### config.mk
export PLATFORM = sky130hd
export DESIGN_NAME = phold
export DESIGN_NICKNAME = d
export VERILOG_FILES = /design/src/rtl/phold.sv
export SDC_FILE = /design/constraint.sdc
export NUM_CORES = 1
export LEC_CHECK = 0
export BUFFER_PORTS_ARGS = -buffer_cell sky130_fd_sc_hd__buf_2
export CAP_MARGIN = 20
export CORE_MARGIN = 2
export CORE_UTILIZATION = 60
export DETAILED_ROUTE_END_ITERATION = 8
export HOLD_SLACK_MARGIN = 0.03
export PLACE_DENSITY_LB_ADDON = 0.3
export SLEW_MARGIN = 20
export SYNTH_ARGS = -nofsm -noshare
export SYNTH_HDL_FRONTEND = slang
export SYNTH_SLANG_ARGS = --single-unit
export TNS_END_PERCENT = 1
### constraint.sdc
create_clock -name clk -period 26.2 [get_ports clk]
set_input_delay 5.24 -clock clk [delete_from_list [all_inputs] [get_ports clk]]
set_output_delay 5.24 -clock clk [all_outputs]
set_load 0.005 [all_outputs]
### src/rtl/phold.sv
// phold: single-core PHOLD event engine. Pops the earliest pending event, logs it
// through one MC write port, then reschedules that slot with an LFSR-derived delay.
module phold #(
  parameter int NUM_MC_PORTS    = 1,
  parameter int SIM_END_TIME    = 1000,
  parameter int MC_RTNCTL_WIDTH = 32,
  parameter int TIME_WID        = 16,
  parameter int NUM_LP          = 8
) (
  input  logic                       clk,
  input  logic                       rst_n,
  input  logic [47:0]                addr,
  output logic [TIME_WID-1:0]        gvt,
  output logic                       rtn_vld,
  output logic                       mc_rq_vld,
  output logic [2:0]                 mc_rq_cmd,
  output logic [3:0]                 mc_rq_scmd,
  output logic [47:0]                mc_rq_vadr,
  output logic [1:0]                 mc_rq_size,
  output logic [MC_RTNCTL_WIDTH-1:0] mc_rq_rtnctl,
  output logic [63:0]                mc_rq_data,
  output logic                       mc_rq_flush,
  input  logic                       mc_rq_stall,
  input  logic                       mc_rs_vld,
  input  logic [2:0]                 mc_rs_cmd,
  input  logic [3:0]                 mc_rs_scmd,
  input  logic [MC_RTNCTL_WIDTH-1:0] mc_rs_rtnctl,
  input  logic [63:0]                mc_rs_data,
  output logic                       mc_rs_stall
);

  localparam int LP_W = $clog2(NUM_LP);
  localparam logic [15:0] LFSR_SEED = 16'hACE1;
  localparam logic [15:0] LFSR_MASK = 16'hB400;
  localparam logic [TIME_WID-1:0] TIME_MAX = '1;

  typedef enum logic [1:0] {
    SELECT,
    WRITE,
    WAIT_RSP,
    DONE
  } state_t;

  state_t state;
  state_t next_state;

  logic [TIME_WID-1:0] q_time [NUM_LP];
  logic [LP_W-1:0]     q_lp   [NUM_LP];
  logic [15:0]         lfsr;

  logic [LP_W-1:0]     sel_idx;
  logic [TIME_WID-1:0] sel_time;
  logic [LP_W-1:0]     sel_lp;

  logic [LP_W-1:0]     min_idx;
  logic [TIME_WID-1:0] min_time;
  logic                min_at_end;
  logic                accept;

  logic [TIME_WID:0]   time_sum;
  logic [TIME_WID-1:0] new_time;
  logic [LP_W-1:0]     new_lp;
  logic [15:0]         lfsr_next;

  // Strict less-than keeps the lowest index on equal timestamps.
  always_comb begin
    min_idx  = '0;
    min_time = q_time[0];
    for (int i = 1; i < NUM_LP; i++) begin
      if (q_time[i] < min_time) begin
        min_idx  = LP_W'(i);
        min_time = q_time[i];
      end
    end
  end

  assign min_at_end = 32'(min_time) >= 32'(SIM_END_TIME);

  // The delay is always at least 1, so a rescheduled event never lands at or before gvt.
  assign time_sum  = {1'b0, sel_time} + (TIME_WID+1)'(lfsr[4:0]) + (TIME_WID+1)'(1);
  assign new_time  = time_sum[TIME_WID] ? TIME_MAX : time_sum[TIME_WID-1:0];
  assign new_lp    = lfsr[LP_W+4:5];
  assign lfsr_next = {1'b0, lfsr[15:1]} ^ (lfsr[0] ? LFSR_MASK : 16'h0000);

  always_ff @(posedge clk or negedge rst_n) begin
    if (!rst_n) begin
      state <= SELECT;
    end else begin
      state <= next_state;
    end
  end

  always_comb begin
    next_state = state;
    mc_rq_vld  = 1'b0;
    rtn_vld    = 1'b0;
    accept     = 1'b0;
    case (state)
      SELECT: begin
        next_state = min_at_end ? DONE : WRITE;
      end
      WRITE: begin
        mc_rq_vld = 1'b1;
        if (!mc_rq_stall) begin
          accept     = 1'b1;
          next_state = WAIT_RSP;
        end
      end
      WAIT_RSP: begin
        if (mc_rs_vld) begin
          next_state = SELECT;
        end
      end
      DONE: begin
        rtn_vld = 1'b1;
      end
      default: begin
        next_state = SELECT;
      end
    endcase
  end

  always_ff @(posedge clk or negedge rst_n) begin
    if (!rst_n) begin
      for (int i = 0; i < NUM_LP; i++) begin
        q_time[i] <= TIME_WID'(i);
        q_lp[i]   <= LP_W'(i);
      end
      lfsr     <= LFSR_SEED;
      gvt      <= '0;
      sel_idx  <= '0;
      sel_time <= '0;
      sel_lp   <= '0;
    end else begin
      if (state == SELECT) begin
        gvt <= min_time;
        if (!min_at_end) begin
          sel_idx  <= min_idx;
          sel_time <= min_time;
          sel_lp   <= q_lp[min_idx];
        end
      end
      if (accept) begin
        q_time[sel_idx] <= new_time;
        q_lp[sel_idx]   <= new_lp;
        lfsr            <= lfsr_next;
      end
    end
  end

  // Request fields come only from the latched event, so they hold steady under stall.
  assign mc_rq_cmd    = 3'd2;
  assign mc_rq_scmd   = 4'd0;
  assign mc_rq_size   = 2'd3;
  assign mc_rq_flush  = 1'b0;
  assign mc_rs_stall  = 1'b0;
  assign mc_rq_vadr   = addr + {{(48-LP_W-3){1'b0}}, sel_lp, 3'b000};
  assign mc_rq_data   = {{(64-LP_W-TIME_WID){1'b0}}, sel_lp, sel_time};
  assign mc_rq_rtnctl = {{(MC_RTNCTL_WIDTH-LP_W){1'b0}}, sel_lp};

  logic unused_inputs;
  assign unused_inputs = ^{mc_rs_cmd, mc_rs_scmd, mc_rs_rtnctl, mc_rs_data, NUM_MC_PORTS[0]};

endmodule

* Word-level counts from Yosys, hierarchy flattened *
Index checks and enable logic that the tools add are counted.
Widths: inputs -> output; s select.

cells by class
  add/subtract/negate cells = 3
  $lt $le $gt $ge = 11
  equal/unequal tests = 5
  muxes and demuxes = 33
  bitwise logic cells = 4
  reductions and logical operators = 5

operators by type and width
  cell                   number
  $mux 16                10
  $bwmux 128             1
  $lt 16x16->1           7
  $add 48x6->48          1
  $demux 16 s3           1
  $bwmux 24              1
  $mux 3                 8
  $add 16x5->17          1
  $add 17x1->17 const B  1
  $ge 16x10->1 const B   1
  $xor 15x16->16         1
  $bmux 3 s3             1
  $demux 3 s3            1
  $ge 4x4->1 const B     2
  $mux 2                 4
  $not 3->4              2
  $pmux 2 s3             1
  $mux 1                 5
  $eq 2x2->1 const B     2
  $lt 4x1->1 const B     1
  $ne 2x2->1 const B     2
  $reduce_and 3->1       1
  $reduce_bool 3->1      1
  $eq 2x1->1 const B     1
  other kinds (4)        4

word-level totals
  bits in registers = 208
  bits of input ports = 155
  output and inout bits = 173
  word-level logic and storage cells = 83

* Longest topological paths before layout *
  depth after elaboration = 18
  depth in mapped cells = 90

* Least setup slack after synthesis *
No wires, ideal clock.

  path type = reg-to-reg
  from = register q_time[111] in the netlist's numbering
  to = register sel_time[1]
  library setup time = 127 ps
  arrival = 16310 ps
  setup slack = 9763 ps
  stages on the path, launching flop included = 87
  path through = dfrtp_1 -> ha_1 -> nand4_1 -> or3_1 -> or4_4 -> nand2_2 -> buf_4 -> buf_1 -> mux2i_1 -> ha_1 -> nand4_1 -> nor4_1 -> nand2_1 -> nor4b_1 -> o211ai_1 -> o21ai_1 -> clkbuf_1 -> clkbuf_1 -> [... 51 more ...] -> mux2_2 -> inv_1 -> ha_1 -> a21o_1 -> a21oi_1 -> nor2b_1 -> o21ai_0 -> nand2b_1 -> a21oi_1 -> nor2b_1 -> o21ai_0 -> nand2_1 -> nor2_1 -> a21o_1 -> nand2_1 -> a21boi_4 -> buf_6 -> mux2_1

on the way
  cells in the longest elaborated chain, start to end = 17

RTL lines
  what                               line  source
  start, declared                    47    logic [TIME_WID-1:0] q_time [NUM_LP];
  start signal, assigned by index    126   q_time[i] <= TIME_WID'(i);
  start signal, assigned by index    144   q_time[sel_idx] <= new_time;
  $lt 16x16->1                       70    if (q_time[i] < min_time) begin
  $mux 16 *                          70
  $lt 16x16->1                       70
  $mux 16 *                          70
  $lt 16x16->1                       70
  $mux 16 *                          70
  $lt 16x16->1                       70
  $mux 16 *                          70
  $lt 16x16->1                       70
  $mux 16 *                          70
  $lt 16x16->1                       70
  $mux 16 *                          70
  $lt 16x16->1                       70
  $mux 16 *                          70
  $ge 16x10->1                       77    assign min_at_end = 32'(min_time) >= 32'(SIM_END_TIME);
  $not 1->1 (no source line)         -
  $reduce_and 2->1 (no source line)  -
  end signal, assigned               139   sel_time <= min_time;
  end, declared                      52    logic [TIME_WID-1:0] sel_time;

Mark *: on every way between the ends. The rest lies on a longest branch, timed or not.
A chain may end at the register's enable or synchronous reset.

* Worst setup path in the final report *
  from = register q_time[127] in the netlist's numbering
  to = register sel_lp[2]

on the way
  cells in the longest elaborated chain, start to end = 18
  elaborated cells between the ends (all ways) = 28

RTL lines
  what                                                   line  source
  branches (longest 18 deep; another with $lt 16x16->1)  -
  end signal, assigned                                   140   sel_lp <= q_lp[min_idx];
  end, declared                                          53    logic [LP_W-1:0] sel_lp;

Several ways; the timed one is not identified. The select of a mux whose other input is x is not followed.

==> impl_metrics.ini <==
[worst_setup_path]
r2r_slack_ns = 6.50
crit_path_max_incr_delay_ns = 0.85
cp_max_fo = 33
cp.arrival_ns = 20.09
crit_path_top_delay_cell = nor4_1
path_class = flip-flop to flip-flop
reg2reg_to = sel_lp[2]$_DFFE_PN0P_
critPathBufInv = 8
reg2reg_depth = 69
cpLargestDelayFamily = compound AO/OA/AOI/OAI gates
cp_common_cell = a21o_1
reg2reg_from = q_time[127]$_DFFE_PN0P_
critPathCaptureType = flip-flop
critPathLaunchType = flip-flop
cp.required_ns = 26.59

[yosys]
synth_warnings = 0
netlist_instances = 1657
synth-edff-count = 0
synth_seq_cells = 208
ys_seq_area_share_pct = 36.3
yosys_most_used_dff = dfrtp_1
syn_area_um2 = 14500
netlist.area_leader.share_pct = 30.5
syn_avg_cell_area_um2 = 8.73
yosys-top-cells-area = dfrtp_1 30%, ha_1 9.4%, nand2_1 7.3%
ys_async_sr_fraction_pct = 100
yosysTopAreaCell = dfrtp_1
ys_types = 81

[pwr]
power_frac_clock_pct = 48.1
powerDensity_nw_per_um2 = 42.3
ir_worst_vdd_v = 0.0000574
leakage_nw = 7.94
power_frac_seq_pct = 48.4
switching_share_pct = 22.1
p_sw_uw = 146
comb_power_share_pct = 3.5
internal_power_uw = 518
finalPower_uw = 664

[clock_network]
insertion_delay_ns = 0.51
postCtsSetupRepairBufs = 0
cts-htree-levels = 1
path_clk_slew_ns = 0.06
post_cts_resized = 0
cts-root-buf = clkbuf_16
ctsHoldBuffers = 0
cts_buffers = 23
cts_tree = built
cts.sinks = 208
cts_buffer_depth = 3

[global_routing]
track_usage_pct = 28.5
grt_pass1_wl_um = 59300
antenna_found_initial = 0
grt_start_max_net_pins = 82
grt_pass1_vias = 11700
overflow = 0

[placement]
dp_cells = 2049
place_area_um2 = 15000
portBuffers = 133
hpwl_um = 27800
gp_congestion = 0.905

[route]
ant_nets = 0
drtPass1Iterations = 5
drt_wl_total_um = 36700
drt-wirelength-per-cell_um = 17.5
avgViaCountPerCell = 5.74
wl_met2_um = 17600
highest_layer = met4
drc = 0
drt_iter0_drc = 766
vias = 12000
dr_wl_met3_um = 2410
wl_met1_um = 15400

[min_path]
holdPathStages = 2
hold_path.class = flip-flop to flip-flop
min_from = q_lp[5]$_DFFE_PN1P_
min_to = q_lp[5]$_DFFE_PN1P_

[final_layout]
area_delta_synth_final_pct = 8.68
drive_above_1_share_pct = 16.7
final_cells = 2090
n_antenna_cell = 0
design_area_um2 = 15700
nets = 2021

[sta]
whs_ns = 0.458
final-hold-violation-count = 0
post-route-period-util_pct = 75.2
timing.fmax_mhz = 50.8
tns_ns = 0
finClkSkew_ns = 0.0119
worst-slew-pin-transition_ns = 1.04
maxSlewViolCount = 0
period_minus_slack_ns = 19.70
setup_viol = 0
rsz0062_at_grt = no
relSlewSlack_pct = 30.6

[floorplan]
ioPinCount = 328
start_util_pct = 61.4
core_area_um2 = 23500
die_area_um2 = 25400
die-width_um = 159
num_rows = 56
fp.dieH_um = 159

[job]
cap_viol_max_count = 0

[status]
status = finished, final reports clean
-- layout by cell type, fill, tap and decap left out, types with 4 or more instances in the layout --
master | netlist | routed
o211ai_1 | 11 | 11
dfrtp_1 | 176 | 176
o21ai_1 | 4 | 4
o21ai_0 | 175 | 174
o2111ai_1 | 4 | 4
nand3_1 | 31 | 30
a21o_1 | 34 | 34
xnor2_1 | 44 | 44
clkbuf_8 | 0 | 7
nor2b_1 | 22 | 22
or3_1 | 6 | 6
mux2_2 | 53 | 53
a21oi_1 | 74 | 74
nor2_1 | 96 | 96
maj3_1 | 4 | 4
nor4_1 | 5 | 5
clkbuf_1 | 48 | 8
ha_1 | 109 | 109
a211oi_1 | 6 | 6
nand2_1 | 281 | 281
a32oi_1 | 7 | 7
and3_1 | 16 | 16
or2_2 | 5 | 5
mux2i_1 | 44 | 44
nand2b_1 | 12 | 12
a31oi_1 | 6 | 5
xor2_1 | 16 | 16
nand4_1 | 25 | 25
buf_2 | 7 | 132
buf_4 | 92 | 11
dfstp_2 | 32 | 32
clkbuf_16 | 0 | 23
o211a_1 | 5 | 5
o21a_1 | 12 | 12
inv_1 | 96 | 96
nor3_1 | 10 | 10
and2_1 | 5 | 5
mux2_1 | 11 | 11
conb_1 | 2 | 85
-- cell type report --
type                    count  area, µm²
well taps                 319        399
clock buffers              37        688
repair buffers            144        757
clock inverters             4       45.0
flip-flops and latches    208       5250
multi-input cells        1282       8220
fillers                  1890       7830
inverters                  96        360
-- synth_stat cells, types with 7 or more instances --
cell type / number
nand2_1: 281
dfrtp_1: 176
o21ai_0: 175
ha_1: 109
inv_1: 96
nor2_1: 96
buf_4: 92
a21oi_1: 74
mux2_2: 53
clkbuf_1: 48
mux2i_1: 44
xnor2_1: 44
a21o_1: 34
dfstp_2: 32
nand3_1: 31
nand4_1: 25
nor2b_1: 22
and3_1: 16
xor2_1: 16
nand2b_1: 12
o21a_1: 12
mux2_1: 11
o211ai_1: 11
nor3_1: 10
a32oi_1: 7
buf_2: 7
-- cell families after synthesis --
logic type	share of synthesized area, %
AOI/OAI and AO/OA	16.3
buffers and inverters	9.14
and+or+nand+nor	16.4
muxes	8.23
xor gates and xnor gates	3.63
DFF	36.3
adders and majority gates	9.98
other	0.0519
-- worst register-to-register path, delay by kind of cell, from the launching register on --
family,cells,cell delay (ns)
AOI/OAI and AO/OA,28,7.39
DFF,1,0.37
adders and majority gates,7,2.05
and+or+nand+nor,22,7.34
muxes,4,1.48
buffers and inverters,8,0.96
-- layer usage --
layer / vias up / track usage (%)
met5: - / 0
met4: 0 / 9.71
met3: 91 / 4.43
met2: 437 / 49.3
met1: 5716 / 36.4
li1: 5757 / -
-- flip-flops by register name, indices dropped and copies added, names as in the netlist --
signal and count:
q_time 128, q_lp 24, gvt 16, lfsr 16, sel_time 16, sel_idx 3
sel_lp 3, state 2
-- worst max-delay path by stage --
stage | endpoint | cells past startpoint | start
6_report | sel_lp[2]$_DFFE_PN0P_ | 69 | q_time[127]$_DFFE_PN0P_
5_1_grt | sel_lp[2]$_DFFE_PN0P_ | 74 | q_time[127]$_DFFE_PN0P_
4_1_cts | sel_lp[0]$_DFFE_PN0P_ | 69 | q_time[127]$_DFFE_PN0P_
3_5_place_dp | sel_lp[2]$_DFFE_PN0P_ | 69 | q_time[127]$_DFFE_PN0P_
3_3_place_gp | sel_lp[0]$_DFFE_PN0P_ | 69 | q_time[111]$_DFFE_PN0P_
2_1_floorplan | sel_time[1]$_DFFE_PN0P_ | 86 | q_time[111]$_DFFE_PN0P_
-- per-stage QoR --
stage / setup WS, ns / utilization (%)
final: 6.50 / 66.8
after global routing: 5.20 / 66.8
after CTS: 6.91 / 66.7
after detailed placement: 7.01 / 63.6
after global placement: 7.45 / 63.6
after floorplan: 9.76 / -
-- power by group through the flow --
stage	combinational [mW]	sequential [mW]	clock, mW
floorplan	0.0167	0.327	0
global placement	0.0231	0.327	0
detailed placement	0.0236	0.327	0
CTS	0.0236	0.322	0.322
global route	0.0266	0.321	0.334
finish	0.0234	0.322	0.319
Power figures use the tool's default switching activity.
